### config.mk
export PLATFORM = sky130hd
export DESIGN_NAME = max_finder_ctrl
export DESIGN_NICKNAME = d
export VERILOG_FILES = /design/src/rtl/max_finder_pkg.sv /design/src/rtl/max_finder_ctrl_addr_counter.sv /design/src/rtl/max_finder_ctrl.sv
export SDC_FILE = /design/constraint.sdc
export NUM_CORES = 1
export LEC_CHECK = 0
export CAP_MARGIN = 40
export CORE_AREA = 4 4 41 43
export DETAILED_ROUTE_END_ITERATION = 6
export DIE_AREA = 0 0 45 47
export PLACE_DENSITY_LB_ADDON = 0.15
export SKIP_LAST_GASP = 1
export SYNTH_ARGS = -nofsm -noshare
export SYNTH_HDL_FRONTEND = slang
export SYNTH_HIERARCHICAL = 1
export SYNTH_SLANG_ARGS = --single-unit
### constraint.sdc
create_clock -name clk -period 2.1 [get_ports clk]
set_input_delay 0.63 -clock clk [delete_from_list [all_inputs] [get_ports clk]]
set_output_delay 0.63 -clock clk [all_outputs]
set_load 0.05 [all_outputs]
### src/rtl/max_finder_pkg.sv
// Shared definitions for the maximum-search controller: FSM state encoding
// and default geometry of the operand memory.
package max_finder_pkg;

  localparam int DEFAULT_DEPTH  = 16;
  localparam int DEFAULT_ADDR_W = 4;

  localparam logic [2:0] ST_IDLE = 3'd0;
  localparam logic [2:0] ST_INIT = 3'd1;
  localparam logic [2:0] ST_READ = 3'd2;
  localparam logic [2:0] ST_CMP  = 3'd3;
  localparam logic [2:0] ST_DONE = 3'd4;

  typedef enum logic [2:0] {
    S_IDLE = ST_IDLE,
    S_INIT = ST_INIT,
    S_READ = ST_READ,
    S_CMP  = ST_CMP,
    S_DONE = ST_DONE
  } state_e;

endpackage

### src/rtl/max_finder_ctrl_addr_counter.sv
// Address counter for the operand memory walk. Counts up on inc until it
// reaches DEPTH-1 and then saturates, so it never wraps within a run.
module addr_counter
  import max_finder_pkg::*;
#(
  parameter int DEPTH  = DEFAULT_DEPTH,
  parameter int ADDR_W = DEFAULT_ADDR_W
) (
  input  logic              clk_i,
  input  logic              rst_i,
  input  logic              clr_i,
  input  logic              inc_i,
  output logic [ADDR_W-1:0] count_o,
  output logic              last_o
);

  localparam logic [ADDR_W-1:0] LAST_ADDR = ADDR_W'(DEPTH - 1);

  logic [ADDR_W-1:0] count_q;
  logic [ADDR_W-1:0] count_d;

  // Next count: clear has priority, increment only below the last entry.
  always_comb begin
    count_d = count_q;
    if (clr_i) begin
      count_d = '0;
    end else if (inc_i && (count_q != LAST_ADDR)) begin
      count_d = count_q + 1'b1;
    end
  end

  // Count register.
  always_ff @(posedge clk_i or posedge rst_i) begin
    if (rst_i) begin
      count_q <= '0;
    end else begin
      count_q <= count_d;
    end
  end

  assign count_o = count_q;
  assign last_o  = (count_q == LAST_ADDR);

endmodule

### src/rtl/max_finder_ctrl.sv
// Sequencing controller for the maximum-search datapath. A rising edge of
// start clears the max register, then each memory entry gets one READ cycle
// (synchronous read) followed by one CMP cycle where the comparator result
// gt decides whether the max register loads. done stays up until the next run.
//
// Handshake: start is a level input; only a 0->1 transition seen at a clock
// edge launches a run, and it is honoured only in IDLE or DONE. There is no
// backpressure; done is a sticky status, not a pulse.
module max_finder_ctrl
  import max_finder_pkg::*;
#(
  parameter int DEPTH  = DEFAULT_DEPTH,
  parameter int ADDR_W = DEFAULT_ADDR_W
) (
  input  logic              clk,
  input  logic              rst,
  input  logic              start,
  input  logic              gt,
  output logic [ADDR_W-1:0] mem_addr,
  output logic              mem_rd,
  output logic              clr_max,
  output logic              ld_max,
  output logic              busy,
  output logic              done,
  output logic [2:0]        state_dbg_o
);

  state_e state_q;
  state_e state_d;
  logic   start_q;
  logic   go;
  logic   cnt_clr;
  logic   cnt_inc;
  logic   cnt_last;
  logic [ADDR_W-1:0] cnt_val;

  // start_q resets high so a start held through reset is not seen as an edge.
  always_ff @(posedge clk or posedge rst) begin
    if (rst) begin
      start_q <= 1'b1;
    end else begin
      start_q <= start;
    end
  end

  assign go = start & ~start_q;

  // State register.
  always_ff @(posedge clk or posedge rst) begin
    if (rst) begin
      state_q <= S_IDLE;
    end else begin
      state_q <= state_d;
    end
  end

  // Next-state logic and Moore output decode.
  always_comb begin
    state_d = state_q;
    clr_max = 1'b0;
    mem_rd  = 1'b0;
    busy    = 1'b0;
    done    = 1'b0;
    cnt_clr = 1'b0;
    cnt_inc = 1'b0;
    unique case (state_q)
      S_IDLE: begin
        if (go) state_d = S_INIT;
      end
      S_INIT: begin
        clr_max = 1'b1;
        cnt_clr = 1'b1;
        busy    = 1'b1;
        state_d = S_READ;
      end
      S_READ: begin
        mem_rd  = 1'b1;
        busy    = 1'b1;
        state_d = S_CMP;
      end
      S_CMP: begin
        busy = 1'b1;
        if (cnt_last) begin
          state_d = S_DONE;
        end else begin
          cnt_inc = 1'b1;
          state_d = S_READ;
        end
      end
      S_DONE: begin
        done = 1'b1;
        if (go) state_d = S_INIT;
      end
      default: state_d = S_IDLE;
    endcase
  end

  // The only Mealy output: load when the fetched word beats the current max.
  assign ld_max = (state_q == S_CMP) & gt;

  addr_counter #(
    .DEPTH  (DEPTH),
    .ADDR_W (ADDR_W)
  ) u_addr_counter (
    .clk_i   (clk),
    .rst_i   (rst),
    .clr_i   (cnt_clr),
    .inc_i   (cnt_inc),
    .count_o (cnt_val),
    .last_o  (cnt_last)
  );

  assign mem_addr    = cnt_val;
  assign state_dbg_o = state_q;

endmodule

Word level (Yosys, flattened, before mapping)
Index checks and enable logic that the tools add are counted.
{ "totals": {"output_inout_bits": 12, "ff_bits": 8, "inputBits": 4, "wordCells": 30} }
{ "op_classes": {"n_reduce_logical": 5, "bitwise": 3, "eq_ne": 7, "mux": 11, "n_addsub": 1} }
{ "ops": {"columns": ["cell", "n"], "rows": [
  ["$pmux W3 S4", 1],
  ["$mux W4", 2],
  ["$eq A3 B2 Y1 const B", 2],
  ["$mux W1", 6],
  ["$mux W3", 2],
  ["$add A4 B1 Y4 const B", 1],
  ["$eq A4 B4 Y1 const B", 1],
  ["$ne A4 B4 Y1 const B", 1],
  ["$eq A3 B1 Y1 const B", 1],
  ["$eq A3 B3 Y1 const B", 1],
  ["$logic_not A3 Y1", 1],
  ["$reduce_or A3 Y1", 1],
  ["$and A1 B1 Y1", 2],
  ["$ne A2 B1 Y1 const B", 1],
  ["$reduce_bool A2 Y1", 1],
  ["$reduce_or A2 Y1", 1],
  ["$logic_and A1 B1 Y1", 1],
  ["$not A1 Y1", 1]
]} }

Depth between registers and ports, before layout
Gate-level depths: netlist (run 1).
{ "logic_depth": {"word_depth": 6, "mapped_depth": 6, "ltp_nobuf": 6} }

By module
The synthesis (run 1) kept the hierarchy.
{ "by_module_without_submodules": {"columns": ["mod", "cells_each", "n_inst", "area_each_um2", "seq_area_each_um2"], "rows": [
  ["addr_counter", 21, 1, 232.7, 100.1],
  ["max_finder_ctrl", 20, 1, 202.7, 101.3]
]} }

Worst setup path before layout (run 1)
No wires, ideal clock.
{ "synth_timing": {"path_kind": "register to output", "from": "reg state_q[0], in the netlist state_dbg_o[0]", "to": "out clr_max", "slack_ps": -720, "arrival_time_ps": 2190, "path_stages_with_launch": 2, "cell_sequence": "dfrtp_1 -> nor3b_1"} }
{ "synth_via": {"elab_chain_len": 2} }
{ "synth_rtl": {"columns": ["item", "line_no", "text"], "rows": [
  ["start, declared", "max_finder_ctrl.sv:28", "state_e state_q;"],
  ["start signal, assigned", "max_finder_ctrl.sv:53", "state_q <= state_d;"],
  ["$eq A3 B1 Y1", "max_finder_ctrl.sv:66", "unique case (state_q)"],
  ["$mux W1", "max_finder_ctrl.sv:66", null],
  ["end, declared", "max_finder_ctrl.sv:21", "output logic clr_max,"]
]} }
Every way passes these cells.

Final worst setup path (run 1)
{ "layout_timing": {"from": "in gt", "to": "out ld_max"} }
{ "layout_via": {"elab_chain_len": 1} }
{ "layout_rtl": {"columns": ["item", "line_no", "text"], "rows": [
  ["start, declared", "max_finder_ctrl.sv:18", "input logic gt,"],
  ["$and A1 B1 Y1", "max_finder_ctrl.sv:99", "assign ld_max = (state_q == S_CMP) & gt;"],
  ["end, declared", "max_finder_ctrl.sv:22", "output logic ld_max,"]
]} }
Every way passes these cells.

==> results of run 1 <==
==> path summary, 6_finish.rpt <==
path / slack (ps) / to
setup reg to reg: 370 / u_addr_counter/count_o[0]
hold reg to reg: 590 / state_dbg_o[1]
setup / recovery: 90 / ld_max
min in group clk: 590 / state_dbg_o[1]
max in group asynchronous: 1290 / start_q
hold / removal: 570 / state_dbg_o[2]
==> critical path: cells and delay by family <==
| kind | cells | cell delay [ps] |
|---|---|---|
| buf+inv | 2 | 590 |
| simple gates | 1 | 160 |
==> registers in the layout, summed over array words and instances, names as in the netlist <==
register                cells
u_addr_counter/count_o      4
state_dbg_o                 3
start_q                     1
==> placed cells by master (no fill, tap or decap) <==
master	n
buf_4	7
clkbuf_4	3
and3b_2	1
inv_1	2
and3_4	1
and4b_2	1
nor2b_1	2
nor3_1	2
a22o_1	1
clkbuf_1	1
o21ai_0	1
clkdlybuf4s50_1	3
nor2_1	3
dfrtp_1	7
nor2b_4	1
nor3b_4	1
nand4_1	1
dfstp_2	1
nand2b_1	3
mux2_4	1
mux2i_1	1
a21oi_1	3
or3b_1	1
and3_2	1
or2_2	1
ha_1	1
nor2_2	1
buf_12	5
or2b_1	1
and2_1	1
nor3b_2	1
==> metal layers <==
layer / routed length (µm) / part of all wire [%] / track usage (%) / vias up
met5: 0 / 0 / 0 / -
met4: 0 / 0 / 1.75 / 0
met3: 68 / 7.9 / 7.28 / 0
met2: 400 / 46 / 13.8 / 10
met1: 397 / 46 / 12.9 / 179
li1: - / - / - / 186
==> cell type report <==
type	instances	area, µm²
clock buffers	4	26.3
well taps	15	18.8
repair buffers	15	183
flip-flops and latches	8	201
fillers	132	619
inverters	2	7.51
multi-input cells	31	245
==> cells by family (layout without fill, tap and decap cells) <==
group | Yosys count | after routing | share of synthesized area (%)
and+or+nand+nor | 23 | 23 | 36.8
DFF | 8 | 8 | 46.3
AOI/OAI and AO/OA | 5 | 5 | 6.61
muxes | 2 | 2 | 5.75
buffers and inverters | 2 | 21 | 1.72
adders and majority gates | 1 | 1 | 2.87
==> per-stage QoR <==
step | setup WS, ps | std cells | utilization, % | area [µm²]
floorplan | -59.3 | 41 | - | 454
global placement | 96.4 | 71 | 50.4 | 656
detailed placement | 94.8 | 71 | 50.4 | 656
CTS | 84.8 | 75 | 52.4 | 682
global route | 20.5 | 75 | 52.4 | 682
finish | 90.2 | 75 | 52.4 | 682
==> metrics.txt, run 1 <==
Die X 45 µm; top cells by count, synth dfrtp_1, nor2_1, a21oi_1, nand2b_1; Num CTS Buffers 3; Clock Path Buffers 2; vias post-DR 375; Clock Tree Root clkbuf_4; DRT antenna net count 0; post_cts resized 0; setup bufs post-CTS 0; Slew Viols, Final 0; Area Overhead vs Synth 56.6%; hold slack 571 ps; Final period util 95.7%; syn_nets 46; Initial DRC Count 1; initial antenna violation count 0; critical path data arrival time 1380 ps; top-area cell type share of the netlist area 40.2%; Mapped Area 435 µm²; post-route setup TNS 0 ps; Rows 13; crit end category output port; # clock sinks 8; final setup vio count 0; CP max stage delay 450 ps; status completed; fraction of layout instances using a drive strength above 1 43.3%; wire per inst 11.5 µm; first-pass GRT wire length 1.49 mm; worst slew pin tran 379 ps; die area 2120 µm²; H-tree Lvls 1; CP Launch Type primary input; Synth warnings 6; CP Class in -> out; clk_skew 12.2 ps; gpl congestion 0.699; Post-Syn Instances 41; global-route usage over all layers 10.0%; initial core utilization 33.5%; Core ar. 1300 µm²; final WL 866 µm; Clock Pin Slew Worst Setup and Hold Paths 60 ps; top post-synthesis cells by area dfrtp_1, dfstp_2, nand2b_1; worst-path fanout max 1; PortBufs 15; hold_buf cts 0; Seq/Total Area, Yosys 46.3%; maxcap violations 0; count leader, synth dfrtp_1; Layout Nets 66; ant diodes 0; FF-to-FF path depth 5; largest net degree at the start of global routing 9; worst path required time 1470 ps; # DRC 0; top_reg_cell synth dfrtp_1; Worst Setup SP gt; clock period minus worst slack 2010 ps; Synth area leader dfrtp_1; number of synthesized flops with an enable pin 0; CTS tree yes; Skew-Pair Late Insertion Delay 260 ps; Vias per Instance 5.00; fmax 498 MHz; DRT Pass-1 Iters 2; Hold Vio Cnt, Final 0; crit path cell chain clkdlybuf4s50_1 -> and2_1 -> buf_12; ys async rst share 100%; max_slew headroom 74.7%; DIE HEIGHT 47 µm; I/O Pins 16; post-synth cell types 24; RSZ-0062 raised after global routing no; Reg-to-Reg Start u_addr_counter/count_o[0]; vias in the first global route 339; GRT overflow 0; Worst Hold Class in -> async; syn avg cell area 10.6 µm²; critical path's slowest cell clkdlybuf4s50_1; Synth Register Bits 8
Power of run 1 is not shown: default switching activity piles up to over one toggle a cycle in this logic, so the estimate is an artifact.
==> run 2: changes to the inputs <==
- PLACE_DENSITY_LB_ADDON: 0.15 -> unset
- SKIP_LAST_GASP: 1 -> unset
==> run 2 against run 1 <==
  * Non-clock buffer count increased by 1
  * Cell count grew 1.3%
  * Hold slack improved by 8.3 ps
  * Sequential cell count did not move
  * Clock skew fell by 3.6 ps
  * Maximum frequency about the same
  * Critical path depth stayed put
  * Core utilization is 0.58 points higher
  * Worst setup slack gained 1.8 ps
  * Via count fell by 1.3%
  * Critical endpoint unchanged
  * Highest routed layer unchanged
==> metrics.txt, run 2 (same netlist as run 1, synthesis figures left out) <==
fin area 689 µm²; most frequent cells in the layout buf_4, dfrtp_1, buf_12; worst-path fanout max 1; fraction of layout instances using a drive strength above 1 44.3%; clk_skew 8.60 ps; critical path's slowest cell clkdlybuf4s50_1; Worst Hold Class in -> async; initial antenna violation count 0; status completed; ant diodes 0; # clock sinks 8; critical path data arrival time 1380 ps; CP max stage delay 450 ps; crit path cell chain clkdlybuf4s50_1 -> and2_1 -> buf_12; initial core utilization 33.5%; Num CTS Buffers 3; H-tree Lvls 1; Initial DRC Count 1; CTS tree yes; Clock Pin Slew Worst Setup and Hold Paths 60 ps; max_slew headroom 80.7%; hold_buf cts 0; crit end category output port; first-pass GRT wire length 1.64 mm; final setup vio count 0; # DRC 0; CP Launch Type primary input; I/O Pins 16; DIE HEIGHT 47 µm; Skew-Pair Late Insertion Delay 260 ps; Worst Setup SP gt; Layout Nets 67; Core ar. 1300 µm²; CP Class in -> out; fin cells 76; RSZ-0062 raised after global routing no; Rows 13; final WL 960 µm; Reg-to-Reg Start u_addr_counter/count_o[0]; Hold Vio Cnt, Final 0; clock period minus worst slack 2010 ps; Slew Viols, Final 0; final core occ 53.0%; worst path required time 1470 ps; vias post-DR 370; worst slew pin tran 289 ps; area post-placement 663 µm²; DRT antenna net count 0; GRT overflow 0; PortBufs 15; commonest non-fill, non-tap cell in the layout buf_4; maxcap violations 0; gpl congestion 0.673; global-route usage over all layers 11.4%; Vias per Instance 4.87; Area Overhead vs Synth 58.3%; wire per inst 12.6 µm; max FFs per register 4; Cells after DPL 72; largest net degree at the start of global routing 9; setup bufs post-CTS 0; post_cts resized 0; Post-DP HPWL 743 µm; fmax 498 MHz; Clock Path Buffers 2; Final period util 95.6%; Die X 45 µm; DRT Pass-1 Iters 2; vias in the first global route 359; die area 2120 µm²; Clock Tree Root clkbuf_4
==> run 2: cell type report <==
cell class	count	area, µm²
fill	122	612
multi-input combinational	31	245
sequential	8	201
timing repair buffer	16	190
clock buffer	4	26.3
tap	15	18.8
inverter	2	7.51
==> run 2: metal layers <==
metal / vias up / part of all wire (%) / track usage (%) / routed length [µm]
met5: - / 0 / 0 / 0
met3: 0 / 4.8 / 6.90 / 46
met2: 9 / 47 / 16.1 / 449
li1: 185 / - / - / -
met1: 176 / 48 / 15.1 / 464
met4: 0 / 0 / 1.75 / 0
==> run 2: worst paths after layout <==
check                           cells after the start  slack (ps)                   endpoint
worst min-delay path                                2         580             state_dbg_o[2]
worst max register to register                      6         340  u_addr_counter/count_o[3]
min in group clk                                    2         590  u_addr_counter/count_o[1]
worst min register to register                      2         590  u_addr_counter/count_o[1]
worst max-delay path                                3          90                     ld_max
max in group asynchronous                           2        1280                    start_q
==> run 2: worst max-delay path, delay by kind of cell <==
family,cells,cell delay (ps)
buffers and inverters,2,590
and+or+nand+nor,1,160
==> run 2: metrics by stage <==
stage / setup WS (ps) / hold WS, ps / TNS [ps]
final: 92.0 / 579 / 0
after global routing: 32.1 / 587 / 0
after CTS: 85.1 / 573 / 0
after detailed placement: 91.3 / 587 / 0
after global placement: 89.8 / 578 / 0
after floorplan: -59.3 / 395 / -94.9
Power of run 2 is left out for the same reason.
==> run 3: changes to the inputs <==
- CELL_PAD_IN_SITES_DETAIL_PLACEMENT: unset -> 1
- CELL_PAD_IN_SITES_GLOBAL_PLACEMENT: unset -> 1
- CORE_AREA: 4 4 41 43 -> unset
- CORE_MARGIN: unset -> 4
- CORE_UTILIZATION: unset -> 30
- CTS_BUF_LIST: unset -> sky130_fd_sc_hd__clkbuf_16
- DIE_AREA: 0 0 45 47 -> unset
- PLACE_DENSITY_LB_ADDON: unset -> 0.1
==> run 3 against run 2 <==
  * Sequential cell count unchanged
  * Hold slack improved by 17 ps
  * Core utilization increased by 2.1 points
  * Non-clock buffer count decreased by 1
  * Clock skew decreased by 7.9 ps
  * Sequential share of layout area decreased by 1.8 points
  * Cell area increased by 6.5%
  * Via count increased by 4.9%
  * Worst setup slack got worse by 4.5 ps
  * Global-route usage increased by 1.8 points
  * Cell count decreased by 1.3%
  * Register-to-register slack got worse by 30 ps
  * Highest routed layer unchanged
==> metrics.txt, run 3 (same netlist as run 1, synthesis figures left out) <==
maxcap violations 0; ant diodes 0; # DRC 0; pre-CTS setup slack 87.9 ps; GRT overflow 0; crit path cell chain clkdlybuf4s50_1 -> and2_1 -> buf_12; Clock Path Buffers 2; first-pass GRT wire length 1.95 mm; Fillers 144; DRT antenna net count 0; Layout Nets 66; Clock Tree Root clkbuf_16; critical path data arrival time 1380 ps; final setup vio count 0; initial core utilization 32.6%; worst path required time 1470 ps; gpl congestion 0.720; CTS tree yes; Multi-input gate area 245 µm²; fraction of layout instances using a drive strength above 1 43.3%; Skew-Pair Late Insertion Delay 230 ps; Clock Pin Slew Worst Setup and Hold Paths 40 ps; Hold Vio Cnt, Final 0; die area 2120 µm²; Rows 13; sequential cell area 201 µm²; setup bufs post-CTS 0; Num CTS Buffers 3; fmax 497 MHz; CP max stage delay 440 ps; Slew Viols, Final 0; Vias per Instance 5.17; Post-DP HPWL 863 µm; CP Launch Type primary input; # clock sinks 8; Worst Hold Class reg -> reg; I/O Pins 16; Die X 46.1 µm; clock period minus worst slack 2010 ps; global-route usage over all layers 13.1%; Area Overhead vs Synth 68.7%; worst-path fanout max 1; hold_buf cts 0; PortBufs 15; post_cts resized 0; critical path's slowest cell clkdlybuf4s50_1; slack of the critical path 87.5 ps; wire per inst 15.9 µm; clk_skew 0.750 ps; Final period util 95.8%; largest net degree at the start of global routing 9; crit end category output port; final WL 1.19 mm; RSZ-0062 raised after global routing no; DIE HEIGHT 46.1 µm; most frequent cells in the layout buf_4, dfrtp_1, buf_12; max FFs per register 4; Initial DRC Count 1; initial antenna violation count 0; H-tree Lvls 1; Core ar. 1330 µm²; DRT Pass-1 Iters 2; vias in the first global route 400; CP Class in -> out; hold slack 596 ps; max_slew headroom 75.2%; worst slew pin tran 372 ps; status completed; vias post-DR 388
[run 3: metrics by stage]
stage	utilization (%)	cell area, µm²	TNS, ps	cells
after floorplan	-	454	-94.9	41
after global placement	49.2	656	0	71
after detailed placement	49.2	656	0	71
after CTS	55.1	734	0	75
after global routing	55.1	734	0	75
final	55.1	734	0	75
[run 3: cell type report]
cell class / instances / area share, %
flip-flops and latches: 8 / 27.4
repair buffers: 15 / 24.9
multi-input cells: 31 / 33.4
inverters: 2 / 1.02
clock buffers: 3 / 10.2
clock inverters: 1 / 0.511
well taps: 15 / 2.56
[run 3: worst max-delay path, delay by kind of cell]
| kind | cells | cell delay (ps) |
|---|---|---|
| buf+inv | 2 | 580 |
| simple gates | 1 | 160 |
[run 3: final timing paths]
path | start | endpoint | slack (ps) | depth (start not counted)
setup / recovery | gt | ld_max | 90 | 3
hold / removal | state_dbg_o[0] | state_dbg_o[0] | 600 | 1
setup reg to reg | u_addr_counter/count_o[0] | u_addr_counter/count_o[3] | 310 | 6
hold reg to reg | state_dbg_o[0] | state_dbg_o[0] | 600 | 1
max in group asynchronous | rst | start_q | 1250 | 2
min in group asynchronous | rst | state_dbg_o[0] | 620 | 2
[run 3: metal layers]
layer	vias to the layer above	share of wire, %	GRT usage [%]
li1	182	-	-
met1	195	42	13.8
met2	11	52	23.6
met3	0	6.6	5.08
met4	0	0	3.98
met5	-	0	0
Power of run 3 is left out for the same reason.
==> edit 1 (flow settings as in run 2) <==
Change the package constant `DEFAULT_ADDR_W` from 4 to 3.
--- a/src/rtl/max_finder_pkg.sv
+++ b/src/rtl/max_finder_pkg.sv
@@ -5,3 +5,3 @@
   localparam int DEFAULT_DEPTH  = 16;
-  localparam int DEFAULT_ADDR_W = 4;
+  localparam int DEFAULT_ADDR_W = 3;
 
Ports: changed (resized mem_addr); port bits go from 16 to 15. The function was not compared with the original's and may differ.
==> edit 1 against run 2 <==
Non-clock buffer count decreased by 2; worst setup slack worse by 0.0059 ns; hold slack worse by 0.014 ns; final area down 8.5%; synthesized area shrank 10%; routed wire length shrank 17%; sequential cell count shrank 1; via count down 13%; critical path depth unchanged; maximum frequency fell by 0.29%; critical path type unchanged; highest routed layer unchanged.
Power is left out: the tool's default activity adds up to more than one toggle a clock period on the data nets, which glitch-free logic cannot reach.
==> edit 1: results <==
[run_status]
status = finished clean

[synth]
synth_cell_types = 20
synth_top_cells_by_count = dfrtp_1, nor2_1, nand2b_1
syn-num-nets = 42
synth-seq-area-share = 0.4519
ys_top_cells_by_area = dfrtp_1, dfstp_2, ha_1, nand4bb_1, nand2b_1

[layout]
nets = 61
fillers = 136
final_layout_size_suffix_gt1_frac = 0.4259
diodes = 0

[global_routing]
track_usage = 0.09293
grt_pass1_wl_mm = 1.352
antenna_found_initial = 0
grt_pass1_vias = 300

[worst_setup_path]
r2r-end = u_addr_counter/count_o[0]$_DFFE_PP0P_
r2r_slack_ns = 0.36
r2r.worst_path.cells = 5

[clock_network]
cts_root_buf = clkbuf_4
cts_resized = 0
insertion_delay_ns = 0.26
clk_path_buf_depth = 2

[sta]
fin_skew_ns = 0.009079
hold_ws_ns = 0.5649
maxSlewHeadroom = 0.7841

[detailed_routing]
wl_met1_um = 351
dr_wl_met3_um = 74
viasPerCell = 4.652
wl_met2_um = 369
drt_iter0_drc = 2
routed_wirelength_um = 795
drt-pass1-iter-count = 3

[placed_design]
portBuffers = 14
dp_hpwl_um = 652.2
place_congestion = 0.6310
place_area_um2 = 603.1
-- edit 1: layout make-up --
type,count,area [um2],share of cell area
tap,15,18.77,0.02976
timing repair buffer,14,175.2,0.2778
clock buffer,3,22.52,0.03571
multi-input combinational,27,225.2,0.3571
clock inverter,1,5.005,0.007937
sequential,7,176.4,0.2798
inverter,2,7.507,0.01190
-- edit 1: how the worst max path moves through the flow --
stage | slack [ns] | cells after the start | to | from
after floorplan | -0.06 | 2 | busy | state_dbg_o[1]$_DFFE_PP0P_
after global routing | 0.03 | 3 | mem_rd | state_dbg_o[1]$_DFFE_PP0P_
after CTS | 0.08 | 3 | ld_max | gt
after detailed placement | 0.08 | 3 | ld_max | gt
final | 0.09 | 3 | ld_max | gt
after global placement | 0.09 | 3 | ld_max | gt
-- edit 1: metal layers --
layer | vias to the layer above | GRT usage
li1 | 163 | -
met1 | 146 | 0.1155
met2 | 12 | 0.1328
met3 | 0 | 0.04215
met4 | 0 | 0.05263
met5 | - | 0
-- edit 1: kinds of logic after synthesis --
group,count (synthesis),synth area share
fa+ha+maj,2,0.06409
flops,7,0.4519
compound gates,4,0.06089
simple gates,20,0.3654
buf+inv,2,0.01924
mux,1,0.03845
-- edit 1: per-stage QoR --
step | std cells | TNS, ns | setup slack [ns]
floorplan | 36 | -0.09494 | -0.05930
global placement | 65 | 0 | 0.09310
CTS | 69 | 0 | 0.07942
finish | 69 | 0 | 0.08613
detailed placement | 65 | 0 | 0.08345
global route | 69 | 0 | 0.03423
==> edit 2 (settings of run 2) <==
Made on the original files. Make the reset (`rst` and `rst_i`) synchronous in 3 clocked blocks.
--- a/src/rtl/max_finder_ctrl_addr_counter.sv
+++ b/src/rtl/max_finder_ctrl_addr_counter.sv
@@ -32,3 +32,3 @@
   // Count register.
-  always_ff @(posedge clk_i or posedge rst_i) begin
+  always_ff @(posedge clk_i) begin
     if (rst_i) begin
--- a/src/rtl/max_finder_ctrl.sv
+++ b/src/rtl/max_finder_ctrl.sv
@@ -37,3 +37,3 @@
   // start_q resets high so a start held through reset is not seen as an edge.
-  always_ff @(posedge clk or posedge rst) begin
+  always_ff @(posedge clk) begin
     if (rst) begin
@@ -48,3 +48,3 @@
   // State register.
-  always_ff @(posedge clk or posedge rst) begin
+  always_ff @(posedge clk) begin
     if (rst) begin
Check against the original RTL: differs if rst is asserted again (counterexample within 4 cycles, from zero or initial values and one cycle with rst high); with rst held inactive, the same outputs for 10 cycles.
==> edit 2 against run 2 <==
Final area shrank 4.9%; utilization shrank 2.6 points; non-clock buffer count is the same; sequential cell count is the same; maximum frequency shrank 1.9%; worst setup slack lost 0.040 ns; count of clock-buffer cells in the layout shrank 1; clock skew shrank 0.0016 ns; die area is the same; synthesized area shrank 4.9%; routed wire length shrank 3.6%.
Power is left out: it rests on default switching activity, and per cell area and clock period it moved more than threefold.
==> edit 2: results <==
[placed_design]
portBuffers = 15
place_area_um2 = 633.1
place_congestion = 0.6532
pre_cts_ws_ns = 0.04721
dp_hpwl_um = 740
dp_cells = 76

[synth]
yosysWarnings = 6
async_reset_ff_frac = 0
ys_top_cells_by_area = dfxtp_1, nor2_1, nand4b_1, or3b_1, o32ai_2
synth_cell_types = 27
synth_flop_cell = dfxtp_1
synth-seq-area-share = 0.3867
synth_top_cells_by_count = dfxtp_1, nor2_1, inv_1
syn_inst = 45
syn-num-nets = 50

[detailed_routing]
routed_wirelength_um = 925
num_vias = 397
viasPerCell = 5.025
drt_iter0_drc = 1

[layout]
final_layout_size_suffix_gt1_frac = 0.4063
largest_reg_flops = 4
diodes = 0
nets = 71

[worst_setup_path]
crit_path_max_incr_delay_ns = 0.45
critPathArrivalTime_ns = 1.42
slowest_stage = clkdlybuf4s50_1

[global_routing]
grt_pass1_vias = 374
grt_max_degree = 9
track_usage = 0.1061
grt_pass1_wl_mm = 1.649

[clock_network]
clk_pin_slew_worst_paths_ns = 0.06
clk_path_buf_depth = 2
cts_resized = 0
post_cts_buffers = 0

[run_status]
status = finished clean

[sta]
maxSlewHeadroom = 0.7565
fin_skew_ns = 0.006992
setup_viol_count_final = 0

[hold_path]
hp-class = reg -> reg
==> edit 2: cell type report <==
cell class | count | area, um2
clock buffers | 3 | 22.52
fillers | 133 | 645.6
inverters | 4 | 15.01
multi-input cells | 33 | 249.0
flip-flops and latches | 8 | 160.2
well taps | 15 | 18.77
repair buffers | 16 | 190.2
==> edit 2: metrics by stage <==
stage	util	setup TNS, ns
global placement	0.4865	0
floorplan	-	-0.1510
finish	0.5038	0
CTS	0.5038	0
detailed placement	0.4865	0
global route	0.5038	0
==> edit 2: per-layer routing <==
metal  wire (um)  share of wire  track usage
met1         409           0.44       0.1327
met4           0              0      0.05263
met2         440           0.48       0.1695
met5           0              0            0
met3          74          0.080      0.02682
==> edit 2: cell families after synthesis <==
group           after synthesis  share of synthesized area
simple gates                 24                     0.3506
compound gates                8                     0.1964
flops                         8                     0.3867
buf+inv                       4                    0.03624
fa+ha+maj                     1                    0.03021
==> edit 2: worst paths after layout <==
kind,start,to,slack [ns],depth (start not counted)
hold / removal,u_addr_counter/count_o[1]$_SDFFE_PP0P_,u_addr_counter/count_o[1]$_SDFFE_PP0P_,0.51,2
hold reg to reg,u_addr_counter/count_o[1]$_SDFFE_PP0P_,u_addr_counter/count_o[1]$_SDFFE_PP0P_,0.51,2
setup / recovery,gt,ld_max,0.05,4
setup reg to reg,u_addr_counter/count_o[0]$_SDFFE_PP0P_,u_addr_counter/count_o[3]$_SDFFE_PP0P_,0.42,7
==> edit 2: worst max-delay path: cells and delay by family <==
family,cells,cell delay (ns)
buffers and inverters,3,0.64
and+or+nand+nor,1,0.14
